--- config.mk ---
export PLATFORM = sky130hd
export DESIGN_NAME = stream_demux_1_2
export DESIGN_NICKNAME = d
export VERILOG_FILES = /design/src/rtl/stream_demux_1_2.sv
export SDC_FILE = /design/constraint.sdc
export NUM_CORES = 1
export LEC_CHECK = 0
export CAP_MARGIN = 15
export CORE_AREA = 4 4 166 88
export DETAILED_ROUTE_END_ITERATION = 10
export DIE_AREA = 0 0 170 92
export PLACE_DENSITY = 0.69
export REMOVE_ABC_BUFFERS = 1
export SYNTH_ARGS = -nofsm -noshare
export SYNTH_HDL_FRONTEND = slang
export SYNTH_SLANG_ARGS = --single-unit
--- constraint.sdc ---
create_clock -name clk_i -period 2.9 [get_ports clk_i]
set_clock_uncertainty 0.2 [all_clocks]
set_input_delay 0.58 -clock clk_i [delete_from_list [all_inputs] [get_ports clk_i]]
set_output_delay 0.58 -clock clk_i [all_outputs]
set_load 0.1 [all_outputs]
--- src/rtl/stream_demux_1_2.sv ---
// rtl/stream_demux_1_2.sv - buffered 1-to-2 stream demultiplexer with in-order FIFO
//
// Ports:
//   clk_i, rst_ni                      clock (rising edge), async active-low reset
//   in_valid_i/in_ready_o              upstream handshake
//   in_sel_i, in_data_i                target channel and payload of the offered entry
//   out0_valid_o/out0_ready_i/out0_data_o  channel 0 handshake and payload
//   out1_valid_o/out1_ready_i/out1_data_o  channel 1 handshake and payload
//   count_o                            number of stored entries

module stream_demux_1_2 #(
    parameter int WIDTH = 32,
    parameter int DEPTH = 4
) (
    input  logic                     clk_i,
    input  logic                     rst_ni,
    input  logic                     in_valid_i,
    output logic                     in_ready_o,
    input  logic                     in_sel_i,
    input  logic [WIDTH-1:0]         in_data_i,
    output logic                     out0_valid_o,
    input  logic                     out0_ready_i,
    output logic [WIDTH-1:0]         out0_data_o,
    output logic                     out1_valid_o,
    input  logic                     out1_ready_i,
    output logic [WIDTH-1:0]         out1_data_o,
    output logic [$clog2(DEPTH):0]   count_o
);

    localparam int PW = $clog2(DEPTH);
    localparam logic [PW:0] FULL_COUNT = (PW + 1)'(DEPTH);

    // Each entry is {sel, data}; sel lives in the top bit.
    logic [WIDTH:0]   mem [DEPTH];
    logic [PW-1:0]    wptr;
    logic [PW-1:0]    rptr;
    logic [PW:0]      count;

    logic             empty;
    logic             push;
    logic             pop;
    logic [WIDTH:0]   head;
    logic             head_sel;
    logic [WIDTH-1:0] head_data;

    assign empty      = (count == '0);
    assign in_ready_o = (count != FULL_COUNT);
    assign push       = in_valid_i && in_ready_o;

    assign head      = mem[rptr];
    assign head_sel  = head[WIDTH];
    assign head_data = head[WIDTH-1:0];

    // Valids come from registered state only, so the head cannot change
    // under a downstream that is still deciding.
    assign out0_valid_o = !empty && !head_sel;
    assign out1_valid_o = !empty &&  head_sel;

    // Data is forced to zero on the idle channel; this also hides the
    // uninitialised array contents while empty.
    assign out0_data_o = out0_valid_o ? head_data : '0;
    assign out1_data_o = out1_valid_o ? head_data : '0;

    assign pop     = (out0_valid_o && out0_ready_i) || (out1_valid_o && out1_ready_i);
    assign count_o = count;

    // Storage is not reset; only pointers and count define what is valid.
    always_ff @(posedge clk_i) begin
        if (push) begin
            mem[wptr] <= {in_sel_i, in_data_i};
        end
    end

    always_ff @(posedge clk_i or negedge rst_ni) begin
        if (!rst_ni) begin
            wptr  <= '0;
            rptr  <= '0;
            count <= '0;
        end else begin
            if (push) begin
                wptr <= wptr + 1'b1;
            end
            if (pop) begin
                rptr <= rptr + 1'b1;
            end
            case ({push, pop})
                2'b10:   count <= count + 1'b1;
                2'b01:   count <= count - 1'b1;
                default: count <= count;
            endcase
        end
    end

endmodule

# Yosys cells after proc, flatten, opt, wreduce, memory -nomap -nowiden
# Memory sizes are Yosys's and may differ from the RTL's.
# Index checks and enable logic that the tools add are counted.
[totals]
reg_bits = 7
ramBits = 132
input_bits = 38
out_inout_bits = 70
wordCells = 26
mem_count = 1
[memory_table]
columns = ["name", "depth", "word_bits", "read_ports", "rd_clocked_by_memory_dff", "write_ports", "line", "source"]
rows = [
  ["mem", 4, 33, 1, 0, 1, "34", "logic [WIDTH:0] mem [DEPTH];"],
]
[op_classes]
addsub = 4
n_eq_ne = 3
mux = 5
n_reduce_logical = 10
[ops]
columns = ["operator", "count"]
rows = [
  ["two-way mux 32 bit", 2],
  ["one-hot mux 3 bit (2 select lines)", 1],
  ["logical AND 1 bit", 5],
  ["adder 2 x 1 -> 2 bit, second input constant", 2],
  ["adder 3 x 1 -> 3 bit, second input constant", 1],
  ["zero test 3 bit", 1],
  ["inequality test 3 bit, second input constant", 1],
  ["subtractor 3 x 1 -> 3 bit, second input constant", 1],
  ["== test 2 x 1 -> 1 bit, second input constant", 1],
  ["== test 2 bit, second input constant", 1],
  ["zero test 1 bit", 2],
  ["two-way mux 1 bit", 2],
  ["nonzero test 2 bit", 1],
  ["logical OR 1 bit", 1],
]

# Depth between registers and ports, before layout
[logic_depth]
depth_word = 7
mapped_depth = 11

# Worst setup path before layout
# Ideal clock, no wire load.
[synth_path]
kind = "reg-to-reg"
startpoint = "register count[2], in the netlist count_o[2]"
endpoint = "register count[2], in the netlist count_o[2]"
arrival_time_ns = 3.486
required_time_ns = 2.537
slack_ns = -0.949
stages_incl_launch_ff = 10
n_path_buf = 0
cell_sequence = "dfrtp_1 > nand3_1 > and2_1 > inv_1 > ha_1 > inv_1 > fa_1 > xor2_1 > nor2_1 > xor2_1"
[synth_between]
elab_cells_between_ends = 15
[synth_lines]
columns = ["item", "line", "source"]
rows = [
  ["start: declaration", "37", "logic [PW:0] count;"],
  ["start signal: assignment", "87", "2'b10: count <= count + 1'b1;"],
  ["start signal: assignment", "88", "2'b01: count <= count - 1'b1;"],
  ["start signal: assignment", "89", "default: count <= count;"],
  ["inequality test 3 bit *", "47", "assign in_ready_o = (count != FULL_COUNT);"],
  ["via in_ready_o", "18", "output logic in_ready_o,"],
  ["logical AND 1 bit *", "48", "assign push = in_valid_i && in_ready_o;"],
  ["== test 2 x 1 -> 1 bit / == test 2 bit (equally long branches)", "86", "case ({push, pop})"],
  ["one-hot mux 3 bit (2 select lines) / nonzero test 2 bit (equally long branches)", "-", ""],
]
# Mark *: on every way through the listed nets, which the timed path passes. The rest lies on a longest branch.
# A chain may end at the register's enable or synchronous reset.

# Worst setup path after layout
[layout_path]
startpoint = "register rptr[1]"
endpoint = "output port out0_data_o[3]"
[layout_between]
elab_chain_cells = 4
[layout_lines]
columns = ["item", "line", "source"]
rows = [
  ["start: declaration", "36", "logic [PW-1:0] rptr;"],
  ["start signal: assignment", "84", "rptr <= rptr + 1'b1;"],
  ["memory read (4 x 33 bit) *", "-", ""],
  ["zero test 1 bit", "56", "assign out0_valid_o = !empty && !head_sel;"],
  ["logical AND 1 bit", "56", ""],
  ["two-way mux 32 bit *", "61", "assign out0_data_o = out0_valid_o ? head_data : '0;"],
  ["end: declaration", "23", "output logic [WIDTH-1:0] out0_data_o,"],
]
# Every way passes the cells marked *; elsewhere a longest branch is shown, timed or not.

==> impl_metrics.yaml <==
cells_and_area:
  diodes: 0
  drive_gt1_share_pct: 52.82
  final_area_mm2: 0.008870
  final_nets: 474
  areaGrowthSynthToFinish_pct: 53.61
global_route:
  grt-ovfl-total: 0
  grt_max_degree: 34
  track_usage_pct: 17.77
  antenna_found_initial: 1
  grt_pass1_vias: 3411
  grt_pass1_wl_um: 20150
worst_setup_path:
  cp.arrival_ns: 2.18
  crit_type: "flip-flop to output pin"
  startpoint_type: "flip-flop"
  crit_path_max_fanout: 7
  cp-end-kind: "output pin"
  worstPathRequired_ns: 2.12
clock_network:
  cts-buffers-inserted: 17
  clk_pin_slew_ns: 0.06
  clock-sinks: 139
  root_buffer: "clkbuf_16"
  cts_tree: "built"
  insertion_delay_ns: 0.41
  clockBufferDepth: 2
  ctsHtreeMaxLevel: 4
synthesis:
  synthFlopType: "edfxtp_1"
  synth-seq-area-share_pct: 71.68
  ys_ff_latch: 139
  synth_largest_area_cell: "edfxtp_1"
  synthDistinctLibCells: 27
  syn_inst: 289
  netlist.area_leader.share_pct: 68.65
  syn_area_mm2: 0.005774
  async_reset_ff_share_pct: 5.036
  synth_area_per_cell_um2: 19.98
  synth-edff-count: 132
  yosys_warnings: 0
  synth_area_leaders: "edfxtp_1 (69%), mux4_2 (12%), and2_1 (3.6%), dfrtp_1 (3.0%), nor2b_1 (3.0%)"
timing:
  post-route-min-period_ns: 2.958
  period_share_pct: 102.0
  timing.slew.headroom_pct: 71.37
  fin_hold_ws_ns: 0.2743
  tns_ns: -1.044
  setup_viol: 27
  fmax_mhz: 338.1
  worst_pin_slew_ns: 0.4281
  hold_viol_final: 0
  finalMaxSlewViolations: 0
  rsz0062_at_grt: "true"
  postLayoutSetupSlackWorst_ns: -0.05807
floorplan:
  core_area_mm2: 0.01318
  row_count: 30
  die-height_um: 92
  pin_count: 108
  start_util_pct: 43.83
  dieArea_mm2: 0.01564
  fp.dieW_um: 170
placed_design:
  place_hpwl_um: 7937
  place_congestion: 0.6987
  placed_area_mm2: 0.007737
  dp_slack_ns: 0.2058
  numPortBuffers: 107
drt:
  avgViaCountPerCell: 5.168
  wl_um: 13710
  ant_nets: 0
  remaining_drc_errors: 0
  first_pass_iters: 4
  wl_per_cell_um: 22.15
  vias: 3199
  drt-initial-drc-count: 218
status:
  status: "finished with violations"
  violations: "negative setup slack"
job:
  drv_cap: 0
min_path:
  hp-class: "input pin to async pin"
-- flip-flops by register name (all words and copies together) (netlist names) --
| register | cells |
|---|---|
| count_o | 3 |
| mem | 132 |
| rptr | 2 |
| wptr | 2 |
-- worst max-delay path, stage by stage (launching register included) --
cell and delay (ns):
dfrtp_2 0.45, mux2i_4 0.30, mux2i_4 0.13, buf_12 0.14, nor2_4 0.14, buf_6 0.14, buf_8 0.14, and2_4 0.16
buf_12 0.16
-- routing by layer --
| layer | GRT usage [%] | up-vias | routed length, um |
|---|---|---|---|
| met5 | 0 | - | 10 |
| met4 | 5.316 | 2 | 129 |
| met3 | 5.728 | 16 | 1128 |
| met2 | 26.48 | 131 | 6348 |
| met1 | 25.17 | 1635 | 6094 |
| li1 | - | 1415 | - |
-- layout by cell type, fill, tap and decap left out, drive strengths merged --
| cell type | Yosys | routed |
|---|---|---|
| edfxtp | 132 | 132 |
| buf | 13 | 95 |
| clkdlybuf4s50 | 0 | 37 |
| and2 | 33 | 33 |
| mux4 | 32 | 32 |
| nor2b | 32 | 32 |
| clkbuf | 1 | 18 |
| inv | 7 | 8 |
| dfrtp | 7 | 7 |
| mux2i | 7 | 7 |
| clkinv | 0 | 6 |
| ha | 5 | 5 |
| bufinv | 0 | 5 |
| nand2b | 1 | 4 |
| and3 | 4 | 4 |
| xor2 | 3 | 3 |
| clkinvlp | 0 | 3 |
| nor2 | 3 | 3 |
| xnor2 | 2 | 2 |
| nor3 | 1 | 1 |
| nand3 | 1 | 1 |
| o21ai | 1 | 1 |
| o31ai | 1 | 1 |
| mux2 | 1 | 1 |
| nor3b | 1 | 1 |
| fa | 1 | 1 |
-- kinds of logic after synthesis --
logic type	count (synthesis)	synth area share (%)
DFF	139	71.68
AOI/OAI and AO/OA	2	0.2167
xor gates and xnor gates	5	0.7585
adders and majority gates	6	1.430
muxes	40	14.54
buffers and inverters	21	2.774
and+or+nand+nor	76	8.602
-- worst paths after layout --
path	start	endpoint	slack, ns	cells after the start
worst min-delay path	rst_ni	wptr[1]$_DFFE_PN0P_	0.27	1
max in group asynchronous	rst_ni	rptr[0]$_DFFE_PN0P_	1.89	1
min in group clk_i	wptr[1]$_DFFE_PN0P_	wptr[1]$_DFFE_PN0P_	0.38	1
worst max-delay path	rptr[1]$_DFFE_PN0P_	out0_data_o[3]	-0.06	8
worst max register to register	rptr[1]$_DFFE_PN0P_	count_o[2]$_DFFE_PN0P_	0.08	12
worst min register to register	wptr[1]$_DFFE_PN0P_	wptr[1]$_DFFE_PN0P_	0.38	1
-- stage by stage --
stage	cells	util, %
4_1_cts	616	66.07
2_1_floorplan	275	-
5_1_grt	619	67.32
3_5_place_dp	566	58.73
3_3_place_gp	566	58.73
6_report	619	67.32
-- synthesized netlist by cell type (4+ instances only) --
cell type and count:
dfrtp_1 7, ha_1 5, mux2i_1 4, edfxtp_1 132
buf_6 10, nor2b_2 4, mux4_2 32, inv_1 7
and2_1 33, nor2b_1 28, and3_1 4
-- cell type report --
cell class | count | area [um2]
tap | 176 | 220.2
clock buffer | 17 | 425.4
clock inverter | 15 | 222.7
timing repair buffer | 133 | 2078
fill | 817 | 4305
multi-input combinational | 132 | 1753
inverter | 7 | 26.28
sequential | 139 | 4144
-- what timing repair did --
item                                    4_1_cts  5_1_grt
endpoints found under the setup margin       66       65
gates resized for setup                      43       44
hold buffers                                  0        0
pin swaps                                    13        3
gates cloned                                  4        2
setup buffers                                16        4
Power is not shown: default switching activity piles up to over one toggle a cycle in this logic, so the estimate is an artifact.
